$ cat src/rtl/apple_sched.sv
// apple_sched: multi-apple sprite scheduler sharing one sprite ROM.
// Positions are double-buffered: commands land in a shadow set that is
// copied to the active set in a single commit cycle at vertical blanking.
// The pixel path picks the lowest-index active apple covering (col,row)
// and registers hit/select/ROM address one cycle after col/row.
module apple_sched #(
  parameter int SCREEN_W = 800,
  parameter int SCREEN_H = 600,
  parameter int APPLE_W  = 22,
  parameter int APPLE_H  = 24,
  parameter int N_APPLES = 4
) (
  input  logic        clk,
  input  logic        clrn,
  input  logic [9:0]  col,
  input  logic [9:0]  row,
  input  logic        cmd_valid,
  output logic        cmd_ready,
  input  logic [1:0]  cmd_id,
  input  logic [9:0]  cmd_x,
  input  logic [9:0]  cmd_y,
  input  logic        cmd_en,
  output logic        frame_tick,
  output logic [7:0]  frame_cnt,
  output logic        apple_hit,
  output logic [1:0]  apple_sel,
  output logic [10:0] apple_addr
);

  typedef enum logic [1:0] {BLANK, ACTIVE, COMMIT} state_t;

  localparam logic [9:0]  COMMIT_ROW = 10'(SCREEN_H);
  localparam logic [10:0] W_LIMIT    = 11'(SCREEN_W);
  localparam logic [10:0] H_LIMIT    = 11'(SCREEN_H);
  localparam logic [10:0] SPR_W      = 11'(APPLE_W);
  localparam logic [10:0] SPR_H      = 11'(APPLE_H);

  state_t      state_reg;
  logic [9:0]  row_q_reg;
  logic        cmd_ready_reg;
  logic        frame_tick_reg;
  logic [7:0]  frame_cnt_reg;
  logic        hit_reg;
  logic [1:0]  sel_reg;
  logic [10:0] addr_reg;

  logic        cmd_fire;
  logic [10:0] col_w;
  logic [10:0] row_w;
  logic        on_screen;

  logic [N_APPLES-1:0] hit_vec;
  logic [10:0]         addr_vec [N_APPLES];

  logic        win_hit;
  logic [1:0]  win_sel;
  logic [10:0] win_addr;

  assign cmd_fire  = cmd_valid && cmd_ready_reg;
  // Widen to 11 bits so x+APPLE_W near 1023 cannot wrap back on-screen.
  assign col_w     = {1'b0, col};
  assign row_w     = {1'b0, row};
  assign on_screen = (col_w < W_LIMIT) && (row_w < H_LIMIT);

  generate
    for (genvar gi = 0; gi < N_APPLES; gi++) begin : g_slot
      logic [9:0]  shadow_x_reg;
      logic [9:0]  shadow_y_reg;
      logic        shadow_en_reg;
      logic [9:0]  active_x_reg;
      logic [9:0]  active_y_reg;
      logic        active_en_reg;
      logic [10:0] ax;
      logic [10:0] ay;
      logic [10:0] dx;
      logic [10:0] dy;

      // Accepted command for this slot overwrites its shadow entry.
      always_ff @(posedge clk or negedge clrn) begin
        if (!clrn) begin
          shadow_x_reg  <= '0;
          shadow_y_reg  <= '0;
          shadow_en_reg <= 1'b0;
        end else if (cmd_fire && (cmd_id == 2'(gi))) begin
          shadow_x_reg  <= cmd_x;
          shadow_y_reg  <= cmd_y;
          shadow_en_reg <= cmd_en;
        end
      end

      // Shadow becomes active only at the end of the commit cycle.
      always_ff @(posedge clk or negedge clrn) begin
        if (!clrn) begin
          active_x_reg  <= '0;
          active_y_reg  <= '0;
          active_en_reg <= 1'b0;
        end else if (state_reg == COMMIT) begin
          active_x_reg  <= shadow_x_reg;
          active_y_reg  <= shadow_y_reg;
          active_en_reg <= shadow_en_reg;
        end
      end

      assign ax = {1'b0, active_x_reg};
      assign ay = {1'b0, active_y_reg};
      assign dx = col_w - ax;
      assign dy = row_w - ay;
      assign hit_vec[gi] = active_en_reg && on_screen &&
                           (col_w >= ax) && (col_w < ax + SPR_W) &&
                           (row_w >= ay) && (row_w < ay + SPR_H);
      assign addr_vec[gi] = dx + dy * SPR_W;
    end
  endgenerate

  // Lowest slot index wins; scan from the top so slot 0 is written last.
  always_comb begin
    win_hit  = 1'b0;
    win_sel  = '0;
    win_addr = '0;
    for (int i = N_APPLES - 1; i >= 0; i--) begin
      if (hit_vec[i]) begin
        win_hit  = 1'b1;
        win_sel  = 2'(i);
        win_addr = addr_vec[i];
      end
    end
  end

  // Frame FSM with registered ready/tick/count outputs.
  always_ff @(posedge clk or negedge clrn) begin
    if (!clrn) begin
      state_reg      <= BLANK;
      row_q_reg      <= '0;
      cmd_ready_reg  <= 1'b0;
      frame_tick_reg <= 1'b0;
      frame_cnt_reg  <= '0;
    end else begin
      row_q_reg      <= row;
      frame_tick_reg <= 1'b0;
      cmd_ready_reg  <= 1'b1;
      case (state_reg)
        BLANK: begin
          if (row == 10'd0) state_reg <= ACTIVE;
        end
        ACTIVE: begin
          if ((row == COMMIT_ROW) && (row_q_reg != COMMIT_ROW)) begin
            state_reg      <= COMMIT;
            frame_tick_reg <= 1'b1;
            frame_cnt_reg  <= frame_cnt_reg + 8'd1;
            cmd_ready_reg  <= 1'b0;
          end
        end
        COMMIT:  state_reg <= BLANK;
        default: state_reg <= BLANK;
      endcase
    end
  end

  // Register the winning apple: one cycle of latency from col/row.
  always_ff @(posedge clk or negedge clrn) begin
    if (!clrn) begin
      hit_reg  <= 1'b0;
      sel_reg  <= '0;
      addr_reg <= '0;
    end else begin
      hit_reg  <= win_hit;
      sel_reg  <= win_sel;
      addr_reg <= win_addr;
    end
  end

  assign cmd_ready  = cmd_ready_reg;
  assign frame_tick = frame_tick_reg;
  assign frame_cnt  = frame_cnt_reg;
  assign apple_hit  = hit_reg;
  assign apple_sel  = sel_reg;
  assign apple_addr = addr_reg;

endmodule

$ cat config.mk
export PLATFORM = sky130hd
export DESIGN_NAME = apple_sched
export DESIGN_NICKNAME = d
export VERILOG_FILES = /design/src/rtl/apple_sched.sv
export SDC_FILE = /design/constraint.sdc
export NUM_CORES = 1
export LEC_CHECK = 0
export ABC_AREA = 1
export BUFFER_PORTS_ARGS = -buffer_cell sky130_fd_sc_hd__clkbuf_2
export CORE_MARGIN = 2
export CORE_UTILIZATION = 65
export CTS_BUF_LIST = sky130_fd_sc_hd__clkbuf_4 sky130_fd_sc_hd__clkbuf_8
export DETAILED_ROUTE_END_ITERATION = 10
export GPL_ROUTABILITY_DRIVEN = 0
export GPL_TIMING_DRIVEN = 0
export PLACE_DENSITY = 0.85
export SLEW_MARGIN = 20
export SYNTH_ARGS = -nofsm -noshare
export SYNTH_HDL_FRONTEND = slang
export SYNTH_SLANG_ARGS = --single-unit
$ cat constraint.sdc
create_clock -name clk -period 5.37 [get_ports clk]
set_input_delay 0 -clock clk [delete_from_list [all_inputs] [get_ports clk]]
set_output_delay 0 -clock clk [all_outputs]
set_load 0.05 [all_outputs]
==> impl_summary.md <==
STA
Setup violations remaining at the end of the flow were counted as 2. The clock skew after layout is 42.96 ps. The number of failing hold endpoints at the final stage is 0. The post-layout worst setup margin is -88.99 ps. In the finished design, the share of the clock period the worst path needs comes to 101.7%. Adding up every negative setup slack in the final design gives -117.8 ps. The time the final worst path needs with I/O delays and setup is 5459 ps. Setup repair after global routing could not meet its margin everywhere. The max-slew headroom at the worst pin is 45.02%. At the pin with the least slew margin, the transition time is 824.6 ps. The final count of pins violating max slew is 0. The maximum clock rate is 0.1832 GHz.

Detailed routing
The count of routing violations after the opening detailed-route iteration is 2,248. After detailed routing, the average wire length per cell comes to 20.13 um. In this run the remaining antenna-violating nets after routing total 0. The number of vias per cell is 6.162. The vias after detailed routing is 17,740. The first detailed-routing pass ran for 6 iterations.

After detailed routing, the total wire length is 57,940 um. After detailed routing, the number of remaining DRC violations is 0.

Synth
The count of mapped cells out of synthesis is 2,295. The largest total area in the synthesized netlist belongs to dfrtp_1. After synthesis, the cell types taking the most area are dfrtp_1, ha_1, nand2_1. For this run, the leading register cell type out of synthesis is dfrtp_1. The count of warnings emitted by yosys is 0. The synthesized design devotes to its leading area cell type 28.33% of total area. The number of synthesized register bits is 204. The most common cell in the netlist is nand2_1.

The post-synth net total is 2,662. The number of different library cells used by synthesis comes to 50. The number of enable-type register cells in the synthesized netlist is 0.

Summing every instance area after synthesis gives 18,020 um^2. In the synthesized netlist the async set-or-reset flop fraction comes to 100.0%. A synthesized cell averages 7.851 um^2.

In the synthesized netlist, the cells that appear most often are nand2_1, inv_1, ha_1. Summing the sequential cell areas from Yosys gives 28.33% of the chip area.

Die
From bottom edge to top edge, the die measures 170.5 um. The region available for standard cell placement spans 27,100 um^2. Measured along the x axis, the die boundary spans 170.5 um. The number of standard-cell rows in the floorplan is 60. Once the floorplan was initialized, standard cells occupied 66.48% of the core.

The total I/O pin count is 70. The floorplan step defined a die boundary enclosing 29,070 um^2.

Clock network
The deepest clock path buffer count is 3. Clock-pin slew was measured on the worst setup and hold paths at 80 ps. The worst-skew pair later-pin latency is 570 ps. The H-tree generated during clock tree synthesis spans 2 levels.

TritonCTS created 35 clock buffers. The clock sink total is 204. The clock tree from TritonCTS is built.

Clock tree synthesis selected as its root buffer the cell clkbuf_8.

Power and ir drop
In this run the power density over the cells is 368.0 nW/um^2. VDD sags by at most 267.8 uV. The leakage power is 10.63 nW.

Critical path
For this run, the slowest stage of the critical path takes 510 ps. Tracing the worst setup path back leads to its startpoint at g_slot[3].active_y_reg[0]. The start of the worst register-to-register path is g_slot[3].active_y_reg[0].

The slowest library cell on the worst path is fa_1. Of all nets on the critical path, the largest fanout is 3. By instance count, the cell type seen most on the critical path is nand2_2. STA classifies the critical path endpoint as a flip-flop. The data required time of the worst path is 5830 ps. STA puts the critical path data arrival time at 5920 ps. STA classifies the critical path startpoint as a flip-flop. For the worst flop-to-flop path, the logic depth is 29. The type of the worst setup path is reg2reg.

Status
The flow ran to the end, but the final reports show violations. The checks that failed: setup timing.

Layout
Of the cells placed in the final design, the portion with a size suffix greater than 1 is 15.08%. The finished cells cover 21,290 um^2. The final net count is 2,850. The area growth from synthesis to layout is 18.17%. The number of antenna diodes in the final layout is 0.

Global routing
The wire length of the first global-routing pass is 82,420 um. In the global route stage, overall resource usage came out at 36.60%. The number of global-route vias before repair is 16,420. The largest net degree at the start of global routing is 93. Summed over all layers, the global routing overflow is 0. The number of antenna violations at the first check in global routing was 1.

Flow run
The reported max-cap violation count is 0.

Placement
The total of buffers placed on input and output ports is 69. Detailed placement ended at an HPWL of 38,900 um. The placed instances occupy a cell area of 18,890 um^2. The pre-CTS setup slack is -465.0 ps.

Hold path
The worst hold path belongs to the class in2async.
## critical path: cells and delay by family, from the launching register on
family | cells | cell delay [ps]
adder cells (fa/ha/maj) | 7 | 2470
AND/OR/NAND/NOR | 11 | 1150
flip-flops | 1 | 350
XOR/XNOR | 2 | 390
buffers and inverters | 5 | 420
AO/OA/AOI/OAI | 4 | 560
## timing repair
item | in CTS | in global routing
resized for setup | 32 | 157
buffers inserted | 5 | 37
cloned | 0 | 0
endpoints found under the hold margin | 299 | 0
hold buffers | 38 | 0
pin swaps | 14 | 96
setup endpoints to repair | 2 | 3
## metal layers
metal	vias up	part of all wire, %	global-route usage [%]	wire (um)
met5	-	0.014	0	8
met4	2	7.7	20.74	4475
met3	370	10	6.500	6083
met2	1172	45	58.61	26060
met1	8359	37	47.15	21310
li1	7832	-	-	-
## logic make-up after synthesis
family	share of synthesized area, %
AO/OA/AOI/OAI	11.31
XOR/XNOR	5.521
adder cells (fa/ha/maj)	25.13
buffers and inverters	8.819
flip-flops	28.33
multiplexers	0.4375
AND/OR/NAND/NOR	20.46
## area by class of cell
cell class / instances / area [um^2]
Clock inverter: 8 / 82.58
Tap cell: 372 / 465.4
Clock buffer: 52 / 646.9
Fill cell: 1695 / 5809
Sequential cell: 204 / 5105
Inverter: 383 / 1443
Multi-Input combinational cell: 1673 / 12290
Timing Repair Buffer: 151 / 1115
Buffer: 35 / 146.4
## cell usage in the layout (no fill, tap or decap), types with 17 or more instances in the layout
| cell type | synthesis | routed |
|---|---|---|
| a21oi_1 | 171 | 154 |
| a21oi_2 | 2 | 17 |
| buf_4 | 0 | 42 |
| clkbuf_1 | 32 | 32 |
| clkbuf_2 | 0 | 66 |
| clkbuf_8 | 0 | 42 |
| dfrtp_1 | 204 | 204 |
| dlygate4sd3_1 | 0 | 37 |
| fa_1 | 68 | 64 |
| ha_1 | 253 | 210 |
| ha_4 | 0 | 36 |
| inv_1 | 371 | 350 |
| inv_2 | 11 | 32 |
| nand2_1 | 475 | 449 |
| nand2_2 | 3 | 23 |
| nand3_1 | 122 | 112 |
| nand4_1 | 29 | 29 |
| nor2_1 | 158 | 156 |
| o21ai_0 | 150 | 141 |
| xnor2_1 | 30 | 24 |
| xor2_1 | 81 | 73 |
## report_power, final
group	switching, W	total, W	leakage (nW)	internal (W)
logic	0.00268	0.00462	7.56	0.00194
clock network	0.000683	0.00151	0.387	0.000825
registers	0.0000584	0.00170	2.69	0.00165
## through the flow
stage	hold slack (ps)	total power [W]	instances	utilization [%]
2_1_floorplan	-295.6	0.004355	2295	-
3_3_place_gp	158.0	0.005006	2736	69.47
3_5_place_dp	-96.29	0.005188	2738	69.71
4_1_cts	0.2605	0.006882	2841	74.69
5_1_grt	25.04	0.008304	2878	78.56
6_report	17.08	0.007836	2878	78.56
## final timing paths
check                                       endpoint  slack, ps
min                        g_slot[1].active_x_reg[7]         20
min reg2reg                             frame_cnt[7]        480
max reg2reg                           apple_addr[10]        -90
max                                   apple_addr[10]        -90
max in group asynchronous  g_slot[2].shadow_y_reg[5]       4850
min in group clk             g_slot[0].shadow_en_reg         30
Power figures use the tool's default switching activity.
